===== src/rtl/seg7_scan_driver.sv =====
// Binary-to-BCD (double-dabble, VALUE_W cycles, load ignored while busy) driving DIGITS multiplexed 7-seg digits.
// Optional blink gating of the outputs is enabled with `define SEG7_BLINK_EN.
module seg7_scan_driver #(
    parameter int DIGITS         = 3,
    parameter int VALUE_W        = 11,
    parameter int SCAN_DIV       = 10000,
    parameter int SEG_ACTIVE_LOW = 1,
    parameter int DIG_ACTIVE_LOW = 0,
    parameter int BLINK_DIV      = 2500000
) (
    input  logic               CLOCK10M,
    input  logic               RESET_N,
`ifdef SEG7_BLINK_EN
    input  logic               blink,
`endif
    input  logic [VALUE_W-1:0] value,
    input  logic               load,
    input  logic [DIGITS-1:0]  dp,
    output logic               busy,
    output logic               overflow,
    output logic [7:0]         seg,
    output logic [DIGITS-1:0]  dig_sel
);

    function automatic int pow10(input int n);
        int r;
        r = 1;
        for (int i = 0; i < n; i++) r = r * 10;
        return r;
    endfunction

    localparam int          IDX_W   = (DIGITS > 1) ? $clog2(DIGITS) : 1;
    localparam int          PS_W    = (SCAN_DIV > 1) ? $clog2(SCAN_DIV) : 1;
    localparam int          CNT_W   = $clog2(VALUE_W + 1);
    localparam int          BCD_W   = 4 * DIGITS;
    localparam logic [31:0] MAX_VAL = 32'(pow10(DIGITS) - 1);

    if (DIGITS < 1 || DIGITS > 8 || VALUE_W < 4 || VALUE_W > 27 || SCAN_DIV < 1 || BLINK_DIV < 1) begin : g_bad_param
        $error("seg7_scan_driver: parameter out of range");
    end

    typedef enum logic {IDLE, SHIFT} state_t;

    state_t             state;
    logic [CNT_W-1:0]   cnt;
    logic [VALUE_W-1:0] cap;
    logic [BCD_W-1:0]   work, work_adj, work_next;
    logic [DIGITS-1:0]  dp_cap;
    logic               ovf_pend;
    logic [BCD_W-1:0]   disp_bcd;
    logic [DIGITS-1:0]  disp_dp;
    logic [PS_W-1:0]    prescale;
    logic [IDX_W-1:0]   scan_idx;
    logic               dark;

    always_comb begin
        work_adj = work;
        for (int i = 0; i < DIGITS; i++) begin
            if (work[4*i +: 4] >= 4'd5) work_adj[4*i +: 4] = work[4*i +: 4] + 4'd3;
        end
        work_next = {work_adj[BCD_W-2:0], cap[VALUE_W-1]};
    end

    // Display registers are only written on the final iteration, so the scan never sees a partial result.
    always_ff @(posedge CLOCK10M or negedge RESET_N) begin
        if (!RESET_N) begin
            state    <= IDLE;
            busy     <= 1'b0;
            overflow <= 1'b0;
            ovf_pend <= 1'b0;
            cnt      <= '0;
            cap      <= '0;
            work     <= '0;
            dp_cap   <= '0;
            disp_bcd <= '0;
            disp_dp  <= '0;
        end else begin
            case (state)
                IDLE: begin
                    if (load) begin
                        cap      <= value;
                        dp_cap   <= dp;
                        ovf_pend <= ({{(32-VALUE_W){1'b0}}, value} > MAX_VAL);
                        work     <= '0;
                        cnt      <= CNT_W'(VALUE_W);
                        busy     <= 1'b1;
                        state    <= SHIFT;
                    end
                end
                SHIFT: begin
                    work <= work_next;
                    cap  <= cap << 1;
                    cnt  <= cnt - 1'b1;
                    if (cnt == CNT_W'(1)) begin
                        disp_bcd <= work_next;
                        disp_dp  <= dp_cap;
                        overflow <= ovf_pend;
                        busy     <= 1'b0;
                        state    <= IDLE;
                    end
                end
                default: state <= IDLE;
            endcase
        end
    end

    always_ff @(posedge CLOCK10M or negedge RESET_N) begin
        if (!RESET_N) begin
            prescale <= '0;
            scan_idx <= '0;
        end else if (prescale == PS_W'(SCAN_DIV - 1)) begin
            prescale <= '0;
            scan_idx <= (scan_idx == IDX_W'(DIGITS - 1)) ? '0 : scan_idx + 1'b1;
        end else begin
            prescale <= prescale + 1'b1;
        end
    end

`ifdef SEG7_BLINK_EN
    localparam int BL_W = (BLINK_DIV > 1) ? $clog2(BLINK_DIV) : 1;
    logic [BL_W-1:0] bl_cnt;
    logic            bl_off;

    always_ff @(posedge CLOCK10M or negedge RESET_N) begin
        if (!RESET_N) begin
            bl_cnt <= '0;
            bl_off <= 1'b0;
        end else if (bl_cnt == BL_W'(BLINK_DIV - 1)) begin
            bl_cnt <= '0;
            bl_off <= ~bl_off;
        end else begin
            bl_cnt <= bl_cnt + 1'b1;
        end
    end

    assign dark = blink & bl_off;
`else
    assign dark = 1'b0;
`endif

    logic              lz;
    logic [DIGITS-1:0] blank;
    logic [3:0]        cur_nib;
    logic              cur_blank, cur_dp;
    logic [6:0]        seg7;
    logic [7:0]        seg_hi;
    logic [DIGITS-1:0] sel_hi;

    always_comb begin
        lz    = 1'b1;
        blank = '0;
        for (int i = DIGITS - 1; i >= 0; i--) begin
            lz       = lz && (disp_bcd[4*i +: 4] == 4'd0);
            blank[i] = lz && (i != 0);
        end
        cur_nib   = disp_bcd[3:0];
        cur_blank = blank[0];
        cur_dp    = disp_dp[0];
        for (int i = 1; i < DIGITS; i++) begin
            if (scan_idx == IDX_W'(i)) begin
                cur_nib   = disp_bcd[4*i +: 4];
                cur_blank = blank[i];
                cur_dp    = disp_dp[i];
            end
        end
        case (cur_nib)
            4'd0:    seg7 = 7'b0111111;
            4'd1:    seg7 = 7'b0000110;
            4'd2:    seg7 = 7'b1011011;
            4'd3:    seg7 = 7'b1001111;
            4'd4:    seg7 = 7'b1100110;
            4'd5:    seg7 = 7'b1101101;
            4'd6:    seg7 = 7'b1111101;
            4'd7:    seg7 = 7'b0000111;
            4'd8:    seg7 = 7'b1111111;
            4'd9:    seg7 = 7'b1101111;
            default: seg7 = 7'b0000000;
        endcase
        if (overflow)       seg7 = 7'b1000000;
        else if (cur_blank) seg7 = 7'b0000000;
        seg_hi = {cur_dp, seg7};
        sel_hi = DIGITS'(1) << scan_idx;
        if (dark) begin
            seg_hi = '0;
            sel_hi = '0;
        end
        seg     = (SEG_ACTIVE_LOW != 0) ? ~seg_hi : seg_hi;
        dig_sel = (DIG_ACTIVE_LOW != 0) ? ~sel_hi : sel_hi;
    end

endmodule


===== config.mk =====
export PLATFORM = sky130hd
export DESIGN_NAME = seg7_scan_driver
export DESIGN_NICKNAME = d
export VERILOG_FILES = /design/src/rtl/seg7_scan_driver.sv
export SDC_FILE = /design/constraint.sdc
export NUM_CORES = 1
export LEC_CHECK = 0
export BUFFER_PORTS_ARGS = -buffer_cell sky130_fd_sc_hd__buf_2
export CORE_MARGIN = 10
export CORE_UTILIZATION = 46
export DETAILED_ROUTE_END_ITERATION = 7
export GPL_TIMING_DRIVEN = 0
export REMOVE_ABC_BUFFERS = 1
export SYNTH_ARGS = -nofsm -noshare
export SYNTH_HDL_FRONTEND = slang
export SYNTH_SLANG_ARGS = --single-unit
export TNS_END_PERCENT = 20

===== constraint.sdc =====
create_clock -name CLOCK10M -period 2.1 [get_ports CLOCK10M]
set_input_delay 0.105 -clock CLOCK10M [delete_from_list [all_inputs] [get_ports CLOCK10M]]
set_output_delay 0.105 -clock CLOCK10M [all_outputs]
set_load 0.01 [all_outputs]

### Word level (Yosys, flattened, before mapping)

Memories as Yosys holds them, arrays and structs flattened.
Cells that the tools add are included.

| storage, ports and cells | value |
|---|---|
| bits in registers | 65 |
| latch bits | 0 |
| RAM bits | 0 |
| memory bits (read-only) | 112 |
| input port bits | 17 |
| output and inout bits | 13 |
| logic and storage cells | 63 |
| memories | 1 |

Memories:

| name | depth | width | rd ports | clocked after Yosys merged registers in | wr ports | line | text |
|---|---|---|---|---|---|---|---|
| (name not given) | 16 | 7 | 1 | 0 | 0 | 166 | `case (cur_nib)` |

| operators by class | value |
|---|---|
| add/subtract/negate cells | 6 |
| multipliers | 0 |
| divide/modulo/power cells | 0 |
| magnitude comparators | 4 |
| equal/unequal tests | 6 |
| shift-type cells | 1 |
| muxes and demuxes | 25 |
| bitwise operators | 2 |
| reductions and logical operators | 6 |

Operators with widths:

| kind | count |
|---|---|
| 12-bit one-hot mux with 2 select lines | 1 |
| 11-bit one-hot mux with 2 select lines | 1 |
| 4-bit 2-to-1 mux | 5 |
| 14-bit by 1-bit adder with 14-bit output, second input constant | 1 |
| 14-bit == test, second input constant | 1 |
| 14-bit 2-to-1 mux | 1 |
| 7-bit 2-to-1 mux | 2 |
| 4-bit by 3-bit greater-or-equal comparator with 1-bit output, second input constant | 3 |
| 12-bit 2-to-1 mux | 1 |
| 11-bit by 10-bit > comparator with 1-bit output, second input constant | 1 |
| 11-bit 2-to-1 mux | 1 |
| 4-bit by 2-bit adder with 4-bit output, second input constant | 2 |
| 4-bit logical NOT | 2 |
| 1-bit 2-to-1 mux | 8 |
| 8-bit NOT | 1 |
| 4-bit one-hot mux with 2 select lines | 1 |
| 2-bit AND reduction | 3 |
| 4-bit by 1-bit == test with 1-bit output, second input constant | 1 |
| 1-bit one-hot mux with 2 select lines | 2 |
| 4-bit by 1-bit subtractor with 4-bit output, second input constant | 1 |
| 3-bit by 2-bit adder with 3-bit output, second input constant | 1 |
| 3-bit 2-to-1 mux | 1 |
| 1-bit by 2-bit left shift with 3-bit output, first input constant | 1 |
| 2-bit by 1-bit adder with 2-bit output, second input constant | 1 |
| other kinds (7) | 7 |

### Depth between registers and ports, before layout

| logic depth | value |
|---|---|
| word-level depth | 7 |
| mapped depth | 9 |
| depth with buffers taken out | 7 |

### Least setup slack after synthesis

No wires, ideal clock.

| timing | value |
|---|---|
| path type | reg2out |
| from | register scan_idx[1] |
| to | output seg[2] |
| arrival time | 1,934 ps |
| data required time | 1,995 ps |
| slack | 61 ps |
| stages on the path, launching flop included | 6 |
| path buffers | 1 |
| cells stage by stage | dfrtp_1 -> clkbuf_1 -> mux2i_1 -> ha_1 -> inv_1 -> o311ai_0 |

| on the way | value |
|---|---|
| cells in the longest elaborated chain, start to end | 7 |
| elaborated cells on any way between the ends | 10 |

RTL lines:

| item | line | text |
|---|---|---|
| from (decl) | 53 | `logic [IDX_W-1:0] scan_idx;` |
| from (signal assigned) | 113 | `scan_idx <= (scan_idx == IDX_W'(DIGITS - 1)) ? '0 : scan_idx + 1'b1;` |
| 2-bit by 1-bit == test with 1-bit output | 160 | `if (scan_idx == IDX_W'(i)) begin` |
| 4-bit 2-to-1 mux (2 in a row) | 160 |  |
| memory 16 x 7 bit | -- |  |
| 7-bit 2-to-1 mux (*) | 180 | `else if (cur_blank) seg7 = 7'b0000000;` |
| 7-bit 2-to-1 mux (*) | 179 | `if (overflow) seg7 = 7'b1000000;` |
| 8-bit NOT (*) | 187 | `seg = (SEG_ACTIVE_LOW != 0) ? ~seg_hi : seg_hi;` |
| to (decl) | 21 | `output logic [7:0] seg,` |

Every way passes the cells marked *; elsewhere a longest branch is shown, timed or not.

### Final worst setup path

| timing | value |
|---|---|
| from | register scan_idx[0] |
| to | output seg[4] |

Same word-level chain as after synthesis.

==> impl_metrics.tcl <==
set metrics [dict create \
    status "complete, but fails checks" \
    failed_checks "setup timing" \
    power_w 0.00527 \
    clockBufferDepth 2 \
    postRouteAntennaNets 0 \
    drtIter0Drc 82 \
    initial_utilization 0.470 \
    swShare 0.369 \
    synthDistinctLibCells 36 \
    ios 30 \
    synth_top_area_cell "dfrtp_1" \
    io_buffers 29 \
    die-area_um2 11200 \
    cp.required_ns 2.00 \
    crit_path_end "seg[4]" \
    clk_latency_ns 0.35 \
    place_congestion 0.767 \
    wl_um 6710 \
    antenna_found_initial 0 \
    drc 0 \
    clk_pin_slew_ns 0.07 \
    h-tree-depth 3 \
    synth_area_leaders "dfrtp_1, mux2i_1, nand2_1, o21ai_0, ha_1" \
    crit_path_start "scan_idx[0]" \
    finClkSkew_ns 0.00987 \
    grt_max_degree 66 \
    dr.pass1.iters 4 \
    ys_ff_latch 65 \
    grt_pass1_vias 2439 \
    cap_violations 0 \
    grt.total_usage 0.125 \
    ir_worst_vdd_v 0.000809 \
    post-dp-hpwl_um 4350 \
    p_leak_nw 1.90 \
    worst_pin_slew_ns 0.812 \
    final.setup.tns_ns -0.0589 \
    syn_area_um2 3390 \
    r2r-end "scan_idx[0]" \
    overflow 0 \
    rsz0062_at_grt "true" \
    critPathArrivalTime_ns 2.02 \
    combPwrFrac 0.367 \
    layout_commonest_cell "dfrtp_1" \
    avgSynthCellArea_um2 10.1 \
    num_rows 31 \
    critPathMaxFanout 5 \
    ys_warn_count 0 \
    layout-drive-gt1-share 0.219 \
    cpPeakStageDelay_ns 0.41 \
    period_minus_slack_ns 2.12 \
    internal_power_w 0.00332 \
    setup_ws_ns -0.0248 \
    area_growth_pct 18.8 \
    antennaDiodeCount 0 \
    die_x_um 106 \
    cts_tree "built" \
    nNetsFinal 402 \
    final_cells 478 \
    synth_top_area_frac 0.480 \
    grt_pass1_wl_um 11600 \
    wl_per_cell_um 14.0 \
    root_buffer "clkbuf_8" \
    via_count 2465 \
    critPathBufInv 4 \
    r2r_slack_ns 0.16 \
    cts_buffers 9 \
    fmax_mhz 471 \
    drv_slew 0 \
    worst_slew_margin_rel 0.459 \
    hold_path.class "input port to register" \
    dp_cells 447 \
    path_depth 8 \
    slowest_stage "dfrtp_2" \
    final_util 0.558 \
    ys_seq_area_frac 0.480 \
    path_class "register to output pin" \
    setup_viol 4 \
    clock_power_share 0.230 \
    crit_chain "buf_6, mux2i_1, mux2i_2, buf_4, buf_4, o32ai_1, nand2_1, buf_2" \
    syn_inst 335 \
    coreArea_um2 7210 \
    finalCritPeriodShare 1.01 \
    hold_viol_final 0 \
    cts_sinks 65 \
    via_per_inst 5.16 \
    critPathLaunchType "register" \
    crit_top_cell "buf_4" \
    rr_worst_depth 3 \
    timing.hold.ws_ns 0.0637 \
    die_h_um 106 \
    end_kind "output pin" \
    power.switching_w 0.00194 \
    path_delay_family "buffers and inverters" \
    power_density_nw_per_um2 1310 \
    p_seq_frac 0.404 \
    final_cell_mix "dfrtp_1, nand2_1, mux2i_1" \
    regToRegStartpoint "prescale[4]" \
]
==> flip-flops by register name, summed over array words and instances, names as in the netlist <==
signal / cells
scan_idx: 2
work: 12
state: 1
busy: 1
prescale: 14
cap: 11
disp_dp: 3
overflow: 1
ovf_pend: 1
dp_cap: 3
cnt: 4
disp_bcd: 12
==> stage by stage <==
| stage | setup slack [ns] | instance area, µm² |
|---|---|---|
| 2_1_floorplan | -0.266 | 3330 |
| 3_3_place_gp | -0.992 | 3600 |
| 3_5_place_dp | -0.481 | 3600 |
| 4_1_cts | -0.00545 | 4000 |
| 5_1_grt | -0.142 | 4030 |
| 6_report | -0.0248 | 4030 |
==> per-layer routing <==
| layer | global-route usage | share of wire | vias up |
|---|---|---|---|
| met5 | 0 | 0 | - |
| met2 | 0.197 | 0.47 | 29 |
| li1 | - | - | 1239 |
| met4 | 0.0435 | 0.013 | 0 |
| met1 | 0.154 | 0.48 | 1190 |
| met3 | 0.0457 | 0.037 | 7 |
==> how the worst min path moves through the flow <==
stage,slack (ns),start,depth (start not counted),end
final,0.06,value[1],3,cap[1]
after CTS,0.05,value[1],3,cap[1]
after floorplan,-0.19,RESET_N,0,busy
after global placement,0.34,dp[1],2,dp_cap[1]
after global routing,0.06,value[1],3,cap[1]
after detailed placement,0.26,RESET_N,1,prescale[4]
==> cells in the mapped netlist <==
cell type,count
ha_1,11
a21oi_1,14
o21ai_0,30
nand2b_1,15
and2_1,3
mux2_2,9
o31ai_1,1
nor2_1,17
nand4_1,9
xnor2_1,8
o311ai_0,1
buf_2,2
a21o_1,2
and2b_1,1
o2111ai_1,1
o32ai_1,1
or3_1,1
mux2i_1,36
or4b_4,1
inv_1,11
nand4bb_1,1
a31oi_1,1
nor3_1,4
and3_1,5
clkbuf_1,11
nor3b_1,6
nor2b_1,3
nor4_1,2
mux2_4,2
nor4_4,1
nor4bb_1,1
nand2_1,43
nand3_1,5
dfrtp_1,65
xor2_1,8
buf_1,3
==> power by group through the flow <==
stage,Clock (W),Combinational (W),Sequential [W]
2_1_floorplan,0,0.00132,0.00201
3_3_place_gp,0,0.00171,0.00212
3_5_place_dp,0,0.00177,0.00213
4_1_cts,0.00125,0.00191,0.00213
5_1_grt,0.00130,0.00221,0.00221
6_report,0.00121,0.00193,0.00213
==> repair_timing <==
action	in CTS	in global routing
pin swaps	2	2
gates resized for setup	19	5
gates cloned	0	0
endpoints found under the hold margin	69	0
setup endpoints to repair	27	23
setup buffers	9	1
hold buffers	5	0
==> logic make-up after synthesis <==
group           synth area share
buf+inv                   0.0306
simple gates               0.182
xor+xnor                  0.0413
flops                      0.480
fa+ha+maj                 0.0406
mux                        0.145
compound gates            0.0812
==> final cells by class <==
type                    instances  area [µm²]
clock buffers                  10         138
well taps                      99         124
clock inverters                 6        90.1
multi-input cells             243        1730
flip-flops and latches         65        1630
repair buffers                 44         274
inverters                      11        41.3
fillers                       666        3190
==> worst reg2reg max path: cells and delay by family, from the launching register on <==
family           cells  cell delay, ns
AND/OR/NAND/NOR      2            1.04
multiplexers         1            0.35
flip-flops           1            0.44
No activity file was read; power rests on OpenSTA's default activity.
